==> src/rtl/timer_pkg.sv <==
// Shared definitions for the command-driven timer controller:
// op codes, FSM state encoding, CONTROL bit indices and reset constants.
package timer_pkg;

   typedef enum logic [1:0] {
      OP_PERIOD   = 2'd0,
      OP_COMPARE  = 2'd1,
      OP_PRESCALE = 2'd2,
      OP_CONTROL  = 2'd3
   } op_t;

   typedef enum logic [1:0] {
      ST_IDLE = 2'd0,
      ST_RUN  = 2'd1,
      ST_DONE = 2'd2
   } state_t;

   localparam int CTL_START    = 0;
   localparam int CTL_PERIODIC = 1;

   localparam logic [7:0] RST_PERIOD   = 8'hFF;
   localparam logic [7:0] RST_COMPARE  = 8'hFF;
   localparam logic [7:0] RST_PRESCALE = 8'h00;

endpackage

==> src/rtl/timer_prescaler.sv <==
// Prescaler: divides clk into ticks, one tick every (prescale+1) enabled cycles.
// Ports: clk, rst (sync, active-high), clear, enable, prescale -> tick.
module timer_prescaler #(
   parameter int PRESCALE_W = 8
) (
   input  logic                  clk,
   input  logic                  rst,
   input  logic                  clear,
   input  logic                  enable,
   input  logic [PRESCALE_W-1:0] prescale,
   output logic                  tick
);

   logic [PRESCALE_W-1:0] cnt;

   assign tick = enable && (cnt == prescale);

   always_ff @(posedge clk) begin
      if (rst) begin
         cnt <= '0;
      end else if (clear || tick) begin
         cnt <= '0;
      end else if (enable) begin
         cnt <= cnt + PRESCALE_W'(1);
      end
   end

endmodule

==> src/rtl/timer_ctrl.sv <==
// Command-driven timer: byte commands program period/compare/prescale and
// start/stop an up-counter in one-shot or periodic mode.
// Ports: clk, rst (sync, active-high), cmd_valid/cmd_ready/cmd_op/cmd_data,
// count, running, done, match_pulse, wrap_pulse, pwm_out (TIMER_PWM_EN only).
module timer_ctrl #(
   parameter int WIDTH      = 8,
   parameter int PRESCALE_W = 8
) (
   input  logic             clk,
   input  logic             rst,
   input  logic             cmd_valid,
   output logic             cmd_ready,
   input  logic [1:0]       cmd_op,
   input  logic [7:0]       cmd_data,
   output logic [WIDTH-1:0] count,
   output logic             running,
   output logic             done,
`ifdef TIMER_PWM_EN
   output logic             pwm_out,
`endif
   output logic             match_pulse,
   output logic             wrap_pulse
);

   import timer_pkg::*;

   state_t                state, state_d;
   logic [WIDTH-1:0]      period, compare, compare_d;
   logic [PRESCALE_W-1:0] prescale;
   logic                  periodic, periodic_d;
   logic [WIDTH-1:0]      count_d, count_inc;
   logic                  match_d, wrap_d;
   logic                  cmd_acc, ctl_acc, tick;

   // Period and prescale are frozen while running so a wrap can't be missed.
   assign cmd_ready = !((state == ST_RUN) &&
                        ((cmd_op == OP_PERIOD) || (cmd_op == OP_PRESCALE)));
   assign cmd_acc   = cmd_valid && cmd_ready;
   assign ctl_acc   = cmd_acc && (cmd_op == OP_CONTROL);
   assign count_inc = count + WIDTH'(1);

   timer_prescaler #(
      .PRESCALE_W(PRESCALE_W)
   ) u_presc (
      .clk      (clk),
      .rst      (rst),
      .clear    (ctl_acc),
      .enable   (state == ST_RUN),
      .prescale (prescale),
      .tick     (tick)
   );

   always_comb begin
      state_d    = state;
      count_d    = count;
      periodic_d = periodic;
      compare_d  = compare;
      match_d    = 1'b0;
      wrap_d     = 1'b0;
      if (cmd_acc && (cmd_op == OP_COMPARE)) begin
         compare_d = WIDTH'(cmd_data);
      end
      // A CONTROL command discards any tick in the same cycle.
      if (ctl_acc) begin
         if (cmd_data[CTL_START]) begin
            state_d    = ST_RUN;
            count_d    = '0;
            periodic_d = cmd_data[CTL_PERIODIC];
            match_d    = (compare == '0);
         end else begin
            state_d = ST_IDLE;
         end
      end else if (tick) begin
         if (count == period) begin
            wrap_d = 1'b1;
            if (periodic) begin
               count_d = '0;
               match_d = (compare == '0);
            end else begin
               state_d = ST_DONE;
            end
         end else begin
            count_d = count_inc;
            match_d = (count_inc == compare);
         end
      end
   end

   always_ff @(posedge clk) begin
      if (rst) begin
         state       <= ST_IDLE;
         count       <= '0;
         period      <= WIDTH'(RST_PERIOD);
         compare     <= WIDTH'(RST_COMPARE);
         prescale    <= PRESCALE_W'(RST_PRESCALE);
         periodic    <= 1'b0;
         running     <= 1'b0;
         done        <= 1'b0;
         match_pulse <= 1'b0;
         wrap_pulse  <= 1'b0;
      end else begin
         state       <= state_d;
         count       <= count_d;
         compare     <= compare_d;
         periodic    <= periodic_d;
         running     <= (state_d == ST_RUN);
         done        <= (state_d == ST_DONE);
         match_pulse <= match_d;
         wrap_pulse  <= wrap_d;
         if (cmd_acc && (cmd_op == OP_PERIOD)) begin
            period <= WIDTH'(cmd_data);
         end
         if (cmd_acc && (cmd_op == OP_PRESCALE)) begin
            prescale <= PRESCALE_W'(cmd_data);
         end
      end
   end

`ifdef TIMER_PWM_EN
   logic pwm_d;

   assign pwm_d = (state_d == ST_RUN) && (count_d < compare_d);

   always_ff @(posedge clk) begin
      if (rst) begin
         pwm_out <= 1'b0;
      end else begin
         pwm_out <= pwm_d;
      end
   end
`endif

endmodule

==> config.mk <==
export PLATFORM = sky130hd
export DESIGN_NAME = timer_ctrl
export DESIGN_NICKNAME = d
export VERILOG_FILES = /design/src/rtl/timer_pkg.sv /design/src/rtl/timer_prescaler.sv /design/src/rtl/timer_ctrl.sv
export SDC_FILE = /design/constraint.sdc
export NUM_CORES = 1
export LEC_CHECK = 0
export BUFFER_PORTS_ARGS = -buffer_cell sky130_fd_sc_hd__clkbuf_2
export CAP_MARGIN = 20
export CORE_MARGIN = 2
export CORE_UTILIZATION = 60
export CTS_BUF_LIST = sky130_fd_sc_hd__clkbuf_8
export DETAILED_ROUTE_END_ITERATION = 7
export GPL_TIMING_DRIVEN = 1
export PLACE_DENSITY = 0.81
export SYNTH_ARGS = -nofsm -noshare
export SYNTH_HDL_FRONTEND = slang
export SYNTH_HIERARCHICAL = 1
export SYNTH_SLANG_ARGS = --single-unit
==> constraint.sdc <==
create_clock -name clk -period 7 [get_ports clk]
set_clock_uncertainty 0.05 [all_clocks]
set_input_delay 0.35 -clock clk [delete_from_list [all_inputs] [get_ports clk]]
set_output_delay 0.35 -clock clk [all_outputs]
set_load 0.01 [all_outputs]
==> metrics <==
status finished clean; die area 4430 sq um; post-route ant nets 0; Setup crit end kind register; Fillers 323; maxcap violations 0; share of cells above drive strength 1 15.9%; GRT Util Overall roughly a quarter; drt total wl 5.08 mm; Synth area leaders dfxtp_1 40%, xnor2_1 7.1%, xor2_1 5.6%; Final #Nets 297; post-synth top area cell dfxtp_1; Avg Inst Size Synth 9.09 sq um; Core ar. 3720 sq um; Sw Ratio 23.0%; clock buffer depth 2; CP Cell Sequence nor2b_2, nand2_1, nor3_1, nand2_1, a211o_1, or3_1, o21ai_1; Wirelength per Cell 15.4 um; drt drc 0; CP required 7180 ps; gr ovfl total 0; Reg power frac between 50% and 60%; Setup CP Type reg2reg; Post-CTS Setup Bufs 0; Hold WC Path Type in2reg; Finished Layout Cells between 300 and 400; synth-to-layout area growth 11.5%; # setup viols final 0; post-synth top area share 40.1%; Slowest-stage cell, CP nor2b_2; worst skew pair latency 290 ps; Pwr per Cell Area 204 nW/um^2; Max transition margin 40.6%; Async SR Flop Fraction 0%; Slew Limit Fails 0; Total Power 0.533 mW; VDD IR max 0.144 mV; vias in the first global route 1,847; hpwl dp about 3.6 mm; CTS H-tree depth 2; fmax roughly 380 MHz; Max Fanout on Critical Path 10; crit-path max cell delay 510 ps; initial antenna violation count 0; Horiz. Die Dim 66.5 um; Hold-fix buffers, CTS 0; Net Switching ~0.12 mW; synthesized flop and latch total 47; warnings from Yosys 6; TritonCTS Buffers 5; gpl congestion 0.881; TritonCTS clock tree yes; placed insts 323; PortBufs 25; via/cell ratio ~5.8; vias post-DR 1,916; Seq/Total Area, Yosys 40.1%; largest net degree at the start of global routing 40; RSZ-0062 raised after global routing no; Post-synth EDFFs 0; antenna cell count 0; Worst-Margin Slew between 800 and 900 ps; CTS Sinks 47; internal power 0.411 mW; Pleak 0.968 nW; Die Ht between 60 and 70 um; post-CTS resize count 0; router iterations before antenna repair 5; first-pass GRT wire length 8.54 mm; Mapped Area 2350 sq um; Starting Density 63.1%; final hold viol count 0; Synth cell types 45; num rows 22; Gate Count Post-Synth approximately 260; initial DRC count 212; Total Neg Setup Slack 0 ps; period utilization approximately two fifths; CP most frequent cell nand2_1; Setup crit start kind register; Worst Path Arrival 2840 ps; CTS Root Buffer Type clkbuf_8; Synth Flop Type dfxtp_1; clock share of power 38.1%; min Tclk post-route roughly 2700 ps; clk slew on worst S/H paths 80 ps; I/O pin count 26; combinational power share 9.2%; syn_nets 273
## placed cells by master (no fill, tap or decap), types with 3 or more instances in the layout
cell	synthesis	layout
nor2_1	23	23
o21ai_1	3	3
nor3_1	6	6
a211o_1	9	9
xnor2_1	19	19
clkbuf_2	0	25
mux2i_1	9	9
dfxtp_1	47	47
a21oi_1	5	5
nand3_1	10	10
nand3b_1	8	8
xor2_1	15	15
nand4_1	6	6
nor2b_1	8	8
inv_1	9	9
clkbuf_8	0	6
a22oi_1	4	4
nand2_1	32	32
## cell type report
| class | count | area (sq um) | area share, % |
|---|---|---|---|
| Inverter | 9 | 33.8 | 1.29 |
| Clock buffer | 6 | 82.6 | 3.16 |
| Sequential cell | 47 | 941 | 36.0 |
| Tap cell | 48 | 60.1 | 2.30 |
| Multi-Input combinational cell | 194 | 1340 | 51.1 |
| Clock inverter | 2 | 35.0 | 1.34 |
| Timing Repair Buffer | 25 | 125 | 4.78 |
## per-stage QoR
| step | worst slack, ps | util (%) | area (sq um) | hold WS [ps] |
|---|---|---|---|---|
| final | 4340 | 70.4 | 2620 | 242 |
| after global routing | 4120 | 70.4 | 2620 | 256 |
| after CTS | 4380 | 70.4 | 2620 | 242 |
| after detailed placement | 4460 | 67.2 | 2500 | 398 |
| after global placement | 4560 | 67.2 | 2500 | 394 |
| after floorplan | 4770 | - | 2350 | 386 |
## per-layer routing
layer  vias to the layer above  wire [um]  track usage (%)
met3                         7        196             4.05
met1                       903       2240             31.3
li1                        957          -                -
met4                         0         61             7.40
met2                        49       2590             45.9
met5                         -          0                0
## cells by family after synthesis
logic type | count (synthesis) | synth area share (%)
buffers and inverters | 17 | 2.88
AO/OA/AOI/OAI | 38 | 12.9
flip-flops | 47 | 40.1
multiplexers | 10 | 4.32
XOR/XNOR | 34 | 12.7
adder cells (fa/ha/maj) | 2 | 1.07
AND/OR/NAND/NOR | 110 | 26.1
## final timing paths
kind,start,slack (ps),to,cells after the start
worst max-delay path,state[0]$_SDFF_PP0_,4340,count[4]$_SDFFE_PP0P_,7
worst min-delay path,cmd_data[2],240,period[2]$_SDFFE_PP1P_,2
worst max register to register,state[0]$_SDFF_PP0_,4340,count[4]$_SDFFE_PP0P_,7
worst min register to register,periodic$_SDFFE_PP0P_,410,periodic$_SDFFE_PP0P_,2
## power by group through the flow
stage	Sequential (mW)	Combinational (mW)	Clock [mW]
floorplan	0.285	0.0359	0
global placement	0.287	0.0473	0
detailed placement	0.287	0.0486	0
CTS	0.281	0.0489	0.206
global route	0.282	0.0542	0.217
finish	0.281	0.0493	0.203
## state kept, by name (all words and copies together), names as in the netlist
signal,cells
wrap_pulse,1
done,1
match_pulse,1
compare,8
running,1
count,8
period,8
u_presc/cnt,8
state,2
periodic,1
prescale,8
## critical path, delay by kind of cell (launching register included)
| family | cells | cell delay, ps |
|---|---|---|
| simple gates | 5 | 1730 |
| compound gates | 2 | 470 |
| flops | 1 | 350 |
## cell usage after synthesis (3+ instances only)
cell	n
nor2_1	23
a211o_1	9
o21ai_1	3
nand3_1	10
mux2i_1	9
nand3b_1	8
buf_2	3
inv_1	9
clkbuf_1	5
nand4_1	6
nor3_1	6
nor2b_1	8
a22oi_1	4
nand2_1	32
a21oi_1	5
xor2_1	15
dfxtp_1	47
xnor2_1	19
Note: power is estimated with default switching activity, not from simulation.
